<file path="src/rtl/grant_tenure_ctrl.sv">
// grant_tenure_ctrl: turns one-hot arbiter grants into bounded bus tenures.
// The tenure owner's beats are muxed onto dout. A tenure ends on the beat limit
// or on an owner idle timeout. One grant arriving mid-tenure is buffered.
module grant_tenure_ctrl #(
  parameter int DW      = 8,
  parameter int TENURE  = 8,
  parameter int TIMEOUT = 4
) (
  input  logic          clock,
  input  logic          reset,
  input  logic [3:0]    grant_i,
  input  logic          valid1,
  input  logic          valid2,
  input  logic          valid3,
  input  logic          valid4,
  input  logic [DW-1:0] data1,
  input  logic [DW-1:0] data2,
  input  logic [DW-1:0] data3,
  input  logic [DW-1:0] data4,
  output logic [DW-1:0] dout,
  output logic          dout_valid,
  output logic [3:0]    owner_o,
  output logic          busy_o,
  output logic [3:0]    done_o,
  output logic          err_o,
  output logic          drop_o
);

  localparam int BW = $clog2(TENURE + 1);
  localparam int IW = $clog2(TIMEOUT + 1);

  typedef enum logic [1:0] {S_IDLE, S_LOCK, S_XFER, S_REL} state_t;

  state_t        r_state, w_state_nxt;
  logic [3:0]    r_prev;
  logic [3:0]    r_pending;
  logic [BW-1:0] r_beat;
  logic [IW-1:0] r_idle;

  logic          w_onehot, w_changed, w_event, w_multi;
  logic          w_own_valid, w_xfer_exit;
  logic [DW-1:0] w_own_data;
  logic [3:0]    w_pend_nxt;

  // Grant decode: only a change to a one-hot value starts or queues a tenure.
  assign w_onehot   = (grant_i != 4'd0) && ((grant_i & (grant_i - 4'd1)) == 4'd0);
  assign w_changed  = (grant_i != r_prev);
  assign w_event    = w_changed && w_onehot;
  assign w_multi    = w_changed && (grant_i != 4'd0) && !w_onehot;

  // A grant arriving this cycle overrides whatever is buffered, so the
  // RELEASE decision always sees the newest pending owner.
  assign w_pend_nxt = (w_event && busy_o) ? grant_i : r_pending;

  // Owner's valid/data selection; bit3 is client1.
  assign w_own_valid = |(owner_o & {valid1, valid2, valid3, valid4});

  // Select the owner's data lane.
  always_comb begin
    w_own_data = '0;
    if (owner_o[3])      w_own_data = data1;
    else if (owner_o[2]) w_own_data = data2;
    else if (owner_o[1]) w_own_data = data3;
    else if (owner_o[0]) w_own_data = data4;
  end

  // Exit XFER on the beat reaching TENURE, or the idle cycle reaching TIMEOUT.
  assign w_xfer_exit = w_own_valid ? (r_beat == BW'(TENURE - 1))
                                   : (r_idle == IW'(TIMEOUT - 1));

  // State register.
  always_ff @(posedge clock) begin
    if (reset) r_state <= S_IDLE;
    else       r_state <= w_state_nxt;
  end

  // Next-state logic.
  always_comb begin
    w_state_nxt = r_state;
    case (r_state)
      S_IDLE:  if (w_event) w_state_nxt = S_LOCK;
      S_LOCK:  w_state_nxt = S_XFER;
      S_XFER:  if (w_xfer_exit) w_state_nxt = S_REL;
      S_REL:   w_state_nxt = (w_pend_nxt != 4'd0) ? S_LOCK : S_IDLE;
      default: w_state_nxt = S_IDLE;
    endcase
  end

  // State-derived outputs: busy through LOCK/XFER/RELEASE, done in RELEASE.
  always_comb begin
    busy_o = (r_state != S_IDLE);
    done_o = (r_state == S_REL) ? owner_o : 4'd0;
  end

  // Grant tracking, pending buffer and error/drop pulses.
  always_ff @(posedge clock) begin
    if (reset) begin
      r_prev    <= 4'd0;
      r_pending <= 4'd0;
      err_o     <= 1'b0;
      drop_o    <= 1'b0;
    end else begin
      r_prev    <= grant_i;
      err_o     <= w_multi;
      drop_o    <= w_event && busy_o && (r_pending != 4'd0);
      r_pending <= (r_state == S_REL) ? 4'd0 : w_pend_nxt;
    end
  end

  // Ownership: taken from the grant in IDLE, handed over (or cleared) in RELEASE.
  always_ff @(posedge clock) begin
    if (reset) begin
      owner_o <= 4'd0;
    end else if (r_state == S_IDLE && w_event) begin
      owner_o <= grant_i;
    end else if (r_state == S_REL) begin
      owner_o <= w_pend_nxt;
    end
  end

  // Beat/idle counters and the registered data output.
  always_ff @(posedge clock) begin
    if (reset) begin
      r_beat     <= '0;
      r_idle     <= '0;
      dout       <= '0;
      dout_valid <= 1'b0;
    end else begin
      dout_valid <= 1'b0;
      if (r_state == S_LOCK) begin
        r_beat <= '0;
        r_idle <= '0;
      end else if (r_state == S_XFER) begin
        if (w_own_valid) begin
          dout       <= w_own_data;
          dout_valid <= 1'b1;
          r_beat     <= r_beat + BW'(1);
          r_idle     <= '0;
        end else begin
          r_idle <= r_idle + IW'(1);
        end
      end
    end
  end

endmodule

</file>
<file path="config.mk">
export PLATFORM = sky130hd
export DESIGN_NAME = grant_tenure_ctrl
export DESIGN_NICKNAME = d
export VERILOG_FILES = /design/src/rtl/grant_tenure_ctrl.sv
export SDC_FILE = /design/constraint.sdc
export NUM_CORES = 1
export LEC_CHECK = 0
export ABC_AREA = 1
export CORE_ASPECT_RATIO = 0.75
export CORE_MARGIN = 1
export CORE_UTILIZATION = 40
export CTS_BUF_LIST = sky130_fd_sc_hd__clkbuf_16
export DETAILED_ROUTE_END_ITERATION = 10
export PLACE_DENSITY = 0.76
export SYNTH_ARGS = -nofsm -noshare
export SYNTH_HDL_FRONTEND = slang
export SYNTH_SLANG_ARGS = --single-unit
export TNS_END_PERCENT = 1
</file>
<file path="constraint.sdc">
create_clock -name clock -period 1.6 [get_ports clock]
set_input_delay 0.24 -clock clock [delete_from_list [all_inputs] [get_ports clock]]
set_output_delay 0.24 -clock clock [all_outputs]
set_load 0.01 [all_outputs]
</file>
* Word level (Yosys, flattened, before mapping)
Index checks and enable logic that the tools add are counted.
** Word-level totals
- Output and inout port bits :: 20
- Bits of input ports :: 42
- Word-level logic and storage cells :: 62
- Register bits :: 32
** Cells by class
- Multiplexer cells :: 15
- Bitwise gates (word level) :: 4
- Equality and inequality tests :: 8
- Reduce and logical (&&, ||, !) cells :: 22
- Add/subtract/negate cells :: 3
** Operator list (number)
- $mux W8 :: 4
- $mux W4 :: 4
- $reduce_bool A4 Y1 :: 3
- $and A4 B4 Y4 :: 2
- $pmux W2 S4 :: 1
- $logic_and A1 B1 Y1 :: 7
- $add A4 B1 Y4 const B :: 1
- $eq A2 B2 Y1 const B :: 2
- $eq A4 B3 Y1 const B :: 1
- $logic_not A4 Y1 :: 1
- $mux W2 :: 2
- $ne A2 B2 Y1 const B :: 2
- $ne A4 B4 Y1 :: 1
- $reduce_and A2 Y1 :: 2
- $reduce_bool A2 Y1 :: 2
- $reduce_or A2 Y1 :: 2
- $reduce_or A4 Y1 :: 1
- $sub A4 B1 Y4 const B :: 1
- $add A3 B1 Y3 const B :: 1
- $eq A3 B2 Y1 const B :: 1
- $mux W1 :: 3
- $mux W3 :: 1
- $reduce_and A3 Y1 :: 1
- $reduce_or A3 Y1 :: 1
- other kinds (4) :: 5

* Longest topological paths before layout
- Word-level depth :: 10
- Depth in mapped cells :: 14
- Mapped depth without buffers :: 14

* Worst setup path before layout
OpenSTA, ideal clock, no wires.
- Path kind :: register to register
- Start point :: register r_state[0]
- End point :: register dout[2]
- Setup time :: 66 ps
- Arrival time :: 1534 ps
- Buffers on the path :: 1
- Data required time :: 1534 ps
- Period minus slack after synthesis :: 1600 ps
- Cell stages (with the launch flop) :: 11
- Path slack :: 0 ps
- Cell sequence :: dfxtp_1 > inv_1 > ha_1 > inv_2 > nor2_4 > inv_2 > or2_1 > buf_6 > nor2_8 > a21oi_1 > a21oi_2
** On the way
- Longest elaborated chain between the ends :: 3
- Elaborated cells between the ends (all ways) :: 4
- Classes of those cells :: eq/ne (2); bitwise (1); reduce/logical (1)
** RTL lines
- start, declared :: RTL line 34 : state_t r_state, w_state_nxt;
- start signal, assigned :: RTL line 74 : else r_state <= w_state_nxt;
- $eq A2 B1 Y1 :: RTL line 130 : if (r_state == S_LOCK) begin
- $not A1 Y1 (no line)
- $reduce_and A3 Y1 (no line) (*)
- end signal, assigned :: RTL line 135 : dout <= w_own_data;
- end, declared :: RTL line 20 : output logic [DW-1:0] dout,
Mark *: on every way between the ends. The rest lies on a longest branch, timed or not.
A chain may end at the register's enable or synchronous reset.

* Worst setup path in the final report
- Start point :: register r_state[0]
- End point :: register r_state[0]
** On the way
- Longest elaborated chain between the ends :: 6
- Elaborated cells between the ends (all ways) :: 13
- Classes of those cells :: eq/ne (5); mux (3); reduce/logical (5)
** RTL lines
- $reduce_bool A2 Y1 :: RTL line 91 : busy_o = (r_state != S_IDLE);
- $logic_and A1 B1 Y1 :: RTL line 53 : assign w_pend_nxt = (w_event && busy_o) ? grant_i : r_pending;
- $mux W4 :: RTL line 53
- $reduce_bool A4 Y1 :: RTL line 84 : S_REL: w_state_nxt = (w_pend_nxt != 4'd0) ? S_LOCK : S_IDLE;
- $mux W1 :: RTL line 84
- $pmux W2 S4 :: RTL line 80 : case (r_state)
Several ways; a longest one is shown, not always the timed one.

==> impl_metrics.toml <==
[floorplanning]
row_count = 20
coreArea_mm2 = 0.00408
die_w_um = 77.6
ios = 62
die_y_um = 58.7
die-area_mm2 = 0.00455
initial_core_util_pct = 42.0

[timing]
worstMarginPinSlew_ns = 0.475
period_minus_slack_ns = 1.56
whs_ns = 0.480
fin_skew_ns = 0.00227
fmax_mhz = 639
rsz0062_at_grt = "yes"
setup_violations = 0
relSlewSlack_pct = 68.3
fin_setup_tns_ns = 0
hold_violations = 0
maxSlewViolCount = 0
min_period_over_period_pct = 97.7

[drt]
routed_wl_um = 5340
ant_nets = 0
drc = 0
drt_iter0_markers = 202
detail_route.vias_per_cell = 5.27
via_count = 1976
drt-pass1-iter-count = 5
avgRoutedWirePerCell_um = 14.2

[yosys]
ys_seq_area_share_pct = 37.4
ys_seq_elements = 32
synth_ff_type = "dfxtp_1"
synth_top_cell_by_area = "dfxtp_1"
synth_edf_count = 0
netlist_instances = 230
synth_adder_area_share_pct = 5.11
yosys.area_share.simple_pct = 23.0
synth.mux.area_fraction_pct = 0
syn_avg_cell_area_um2 = 7.45
ys_warn_count = 0
synth_xor_area_share_pct = 0.511
synth_compound_area_share_pct = 25.8
ys_top_cells_by_area = "dfxtp_1 (37%), nand2_1 (9.9%), a21oi_1 (9.3%), inv_1 (5.3%), ha_1 (5.1%)"
synth.top_cell.area_share_pct = 37.4
synth_nets = 279
yosysUniqueCellTypes = 29
ys_async_sr_fraction_pct = 0
synth_top_family_by_area = "compound AO/OA/AOI/OAI gates"
syn-cell-area_mm2 = 0.00171

[pwr]
clkPwrFrac_pct = 25.2
finalPower_mw = 3.59
leakage_nw = 1.31
seq_power_share_pct = 29.5
switching_share_pct = 35.9
p_switching_mw = 1.29
powerDensity_mw_per_mm2 = 1300
comb_power_share_pct = 45.3
internal_power_mw = 2.30
irDropWorstVdd_v = 0.000769

[clock_network]
clock_latency_ns = 0.27
clk_pin_slew_ns = 0.05
cts_max_path_buffers = 2
clock_sinks = 32
cts-root-buf = "clkbuf_16"
cts_buffers = 5
htreeDepth = 2
hold_buffers = 0
cts_tree = "built"

[grt]
grt_first_pass_wirelength_um = 8340
grt_antenna_before_repair = 0
grt_use_total_pct = 24.0
grt_max_degree = 14
grt_pass1_vias = 1747
grt_overflow = 0

[finish]
fillCellCount = 324
drive_gt1_share_pct = 19.4
final_core_util_pct = 67.5
diodes = 0
area_growth_syn_to_layout_pct = 60.8
nets = 368

[setup_path]
path_class = "reg2reg"
start_kind = "flop"
worstSetupEndpointType = "flop"
crit_path_max_fanout = 6
critPathArrivalTime_ns = 1.73
required_ns = 1.77

[placed_design]
place_congestion = 0.957
dp_hpwl_um = 3820
portBuffers = 61

[min_path]
hp-class = "reg2reg"

[status]
status = "finished, final reports clean"

[run]
cap_violations = 0
[critical path: stages (launching register included)]
cell and delay [ns]:
dfxtp_2 0.37, inv_2 0.05, ha_1 0.21, inv_2 0.13, nand3_2 0.16, nand2_1 0.11
nand2_1 0.06, nor2_1 0.10, nand2_1 0.06, nand2_1 0.05, nand2_1 0.04, nand2_1 0.06
a21oi_2 0.05
[layout by cell type, fill, tap and decap left out, types with 2 or more instances in the layout]
| master | instances |
|---|---|
| inv_2 | 5 |
| nand2_1 | 44 |
| clkinv_1 | 3 |
| nand3_1 | 4 |
| buf_4 | 24 |
| clkinv_2 | 2 |
| clkdlybuf4s50_1 | 49 |
| nor3_1 | 3 |
| nor2_4 | 2 |
| dfxtp_1 | 29 |
| clkbuf_16 | 5 |
| o21ai_0 | 7 |
| a21oi_1 | 31 |
| a21oi_2 | 5 |
| ha_1 | 5 |
| nor2_1 | 20 |
| a211oi_1 | 5 |
| o211ai_1 | 9 |
| a221o_1 | 8 |
| nand2_2 | 3 |
| nand4_1 | 5 |
| dfxtp_2 | 3 |
| buf_6 | 3 |
| nor2_2 | 3 |
| dlygate4sd2_1 | 6 |
| inv_1 | 22 |
| dlymetal6s2s_1 | 5 |
[per-layer routing]
layer	track usage, %	part of all wire (%)	up-vias
met2	37.7	44	90
met3	5.58	8.1	14
met4	8.36	1.3	0
li1	-	-	967
met1	32.7	47	905
met5	0	0	-
[final timing paths]
path / start / endpoint / slack, ns / depth (start not counted)
worst max register to register: r_state[0] / r_state[0] / 0.04 / 12
worst max-delay path: r_state[0] / r_state[0] / 0.04 / 12
worst min register to register: r_beat[2] / r_beat[2] / 0.48 / 2
worst min-delay path: r_beat[2] / r_beat[2] / 0.48 / 2
[Yosys cell counts (4+ instances only)]
cell	n
clkbuf_1	4
o21ai_0	7
a21oi_2	4
inv_1	24
a211oi_1	5
nand3_1	4
nand4_1	5
o211ai_1	9
a221o_1	8
nor2_1	23
dfxtp_1	32
nand2_1	45
ha_1	7
a21oi_1	32
[sequential cells by signal, summed over array words and instances (netlist names)]
name	cells
dout	8
owner_o	4
r_beat	4
r_pending	4
r_prev	4
r_idle	3
r_state	2
dout_valid	1
drop_o	1
err_o	1
[cell families (layout without fill, tap and decap cells)]
family	count (synthesis)	count (layout)
adder cells (fa/ha/maj)	7	7
flip-flops	32	32
AND/OR/NAND/NOR	88	88
AO/OA/AOI/OAI	67	67
XOR/XNOR	1	1
buffers and inverters	35	125
[stage by stage]
stage / area (um2) / worst slack (ns) / cells
finish: 2750 / 0.0361 / 375
global route: 2750 / -0.0858 / 375
CTS: 2710 / -0.184 / 375
detailed placement: 2560 / -0.418 / 367
global placement: 2560 / -0.368 / 367
floorplan: 1710 / 0.000227 / 230
[power by group through the flow]
| stage | Sequential [mW] | Clock (mW) | Combinational [mW] |
|---|---|---|---|
| global placement | 1.05 | 0 | 1.54 |
| detailed placement | 1.05 | 0 | 1.57 |
| global route | 1.08 | 0.954 | 1.78 |
| CTS | 1.04 | 0.912 | 1.58 |
| finish | 1.06 | 0.905 | 1.63 |
| floorplan | 1.09 | 0 | 0.822 |
[cell type report]
| type | instances | area (um2) | share of cell area [%] |
|---|---|---|---|
| multi-input cells | 163 | 968 | 35.2 |
| repair buffers | 88 | 825 | 29.9 |
| flip-flops and latches | 32 | 644 | 23.4 |
| clock buffers | 5 | 125 | 4.54 |
| inverters | 29 | 109 | 3.95 |
| well taps | 55 | 68.8 | 2.50 |
| clock inverters | 3 | 13.8 | 0.500 |
[timing repair]
action | 4_1_cts | 5_1_grt
endpoints found under the setup margin | 20 | 19
buffers inserted | 0 | 0
pin swaps | 1 | 1
gates resized for setup | 12 | 20
Note: power is estimated with default switching activity, not from simulation.
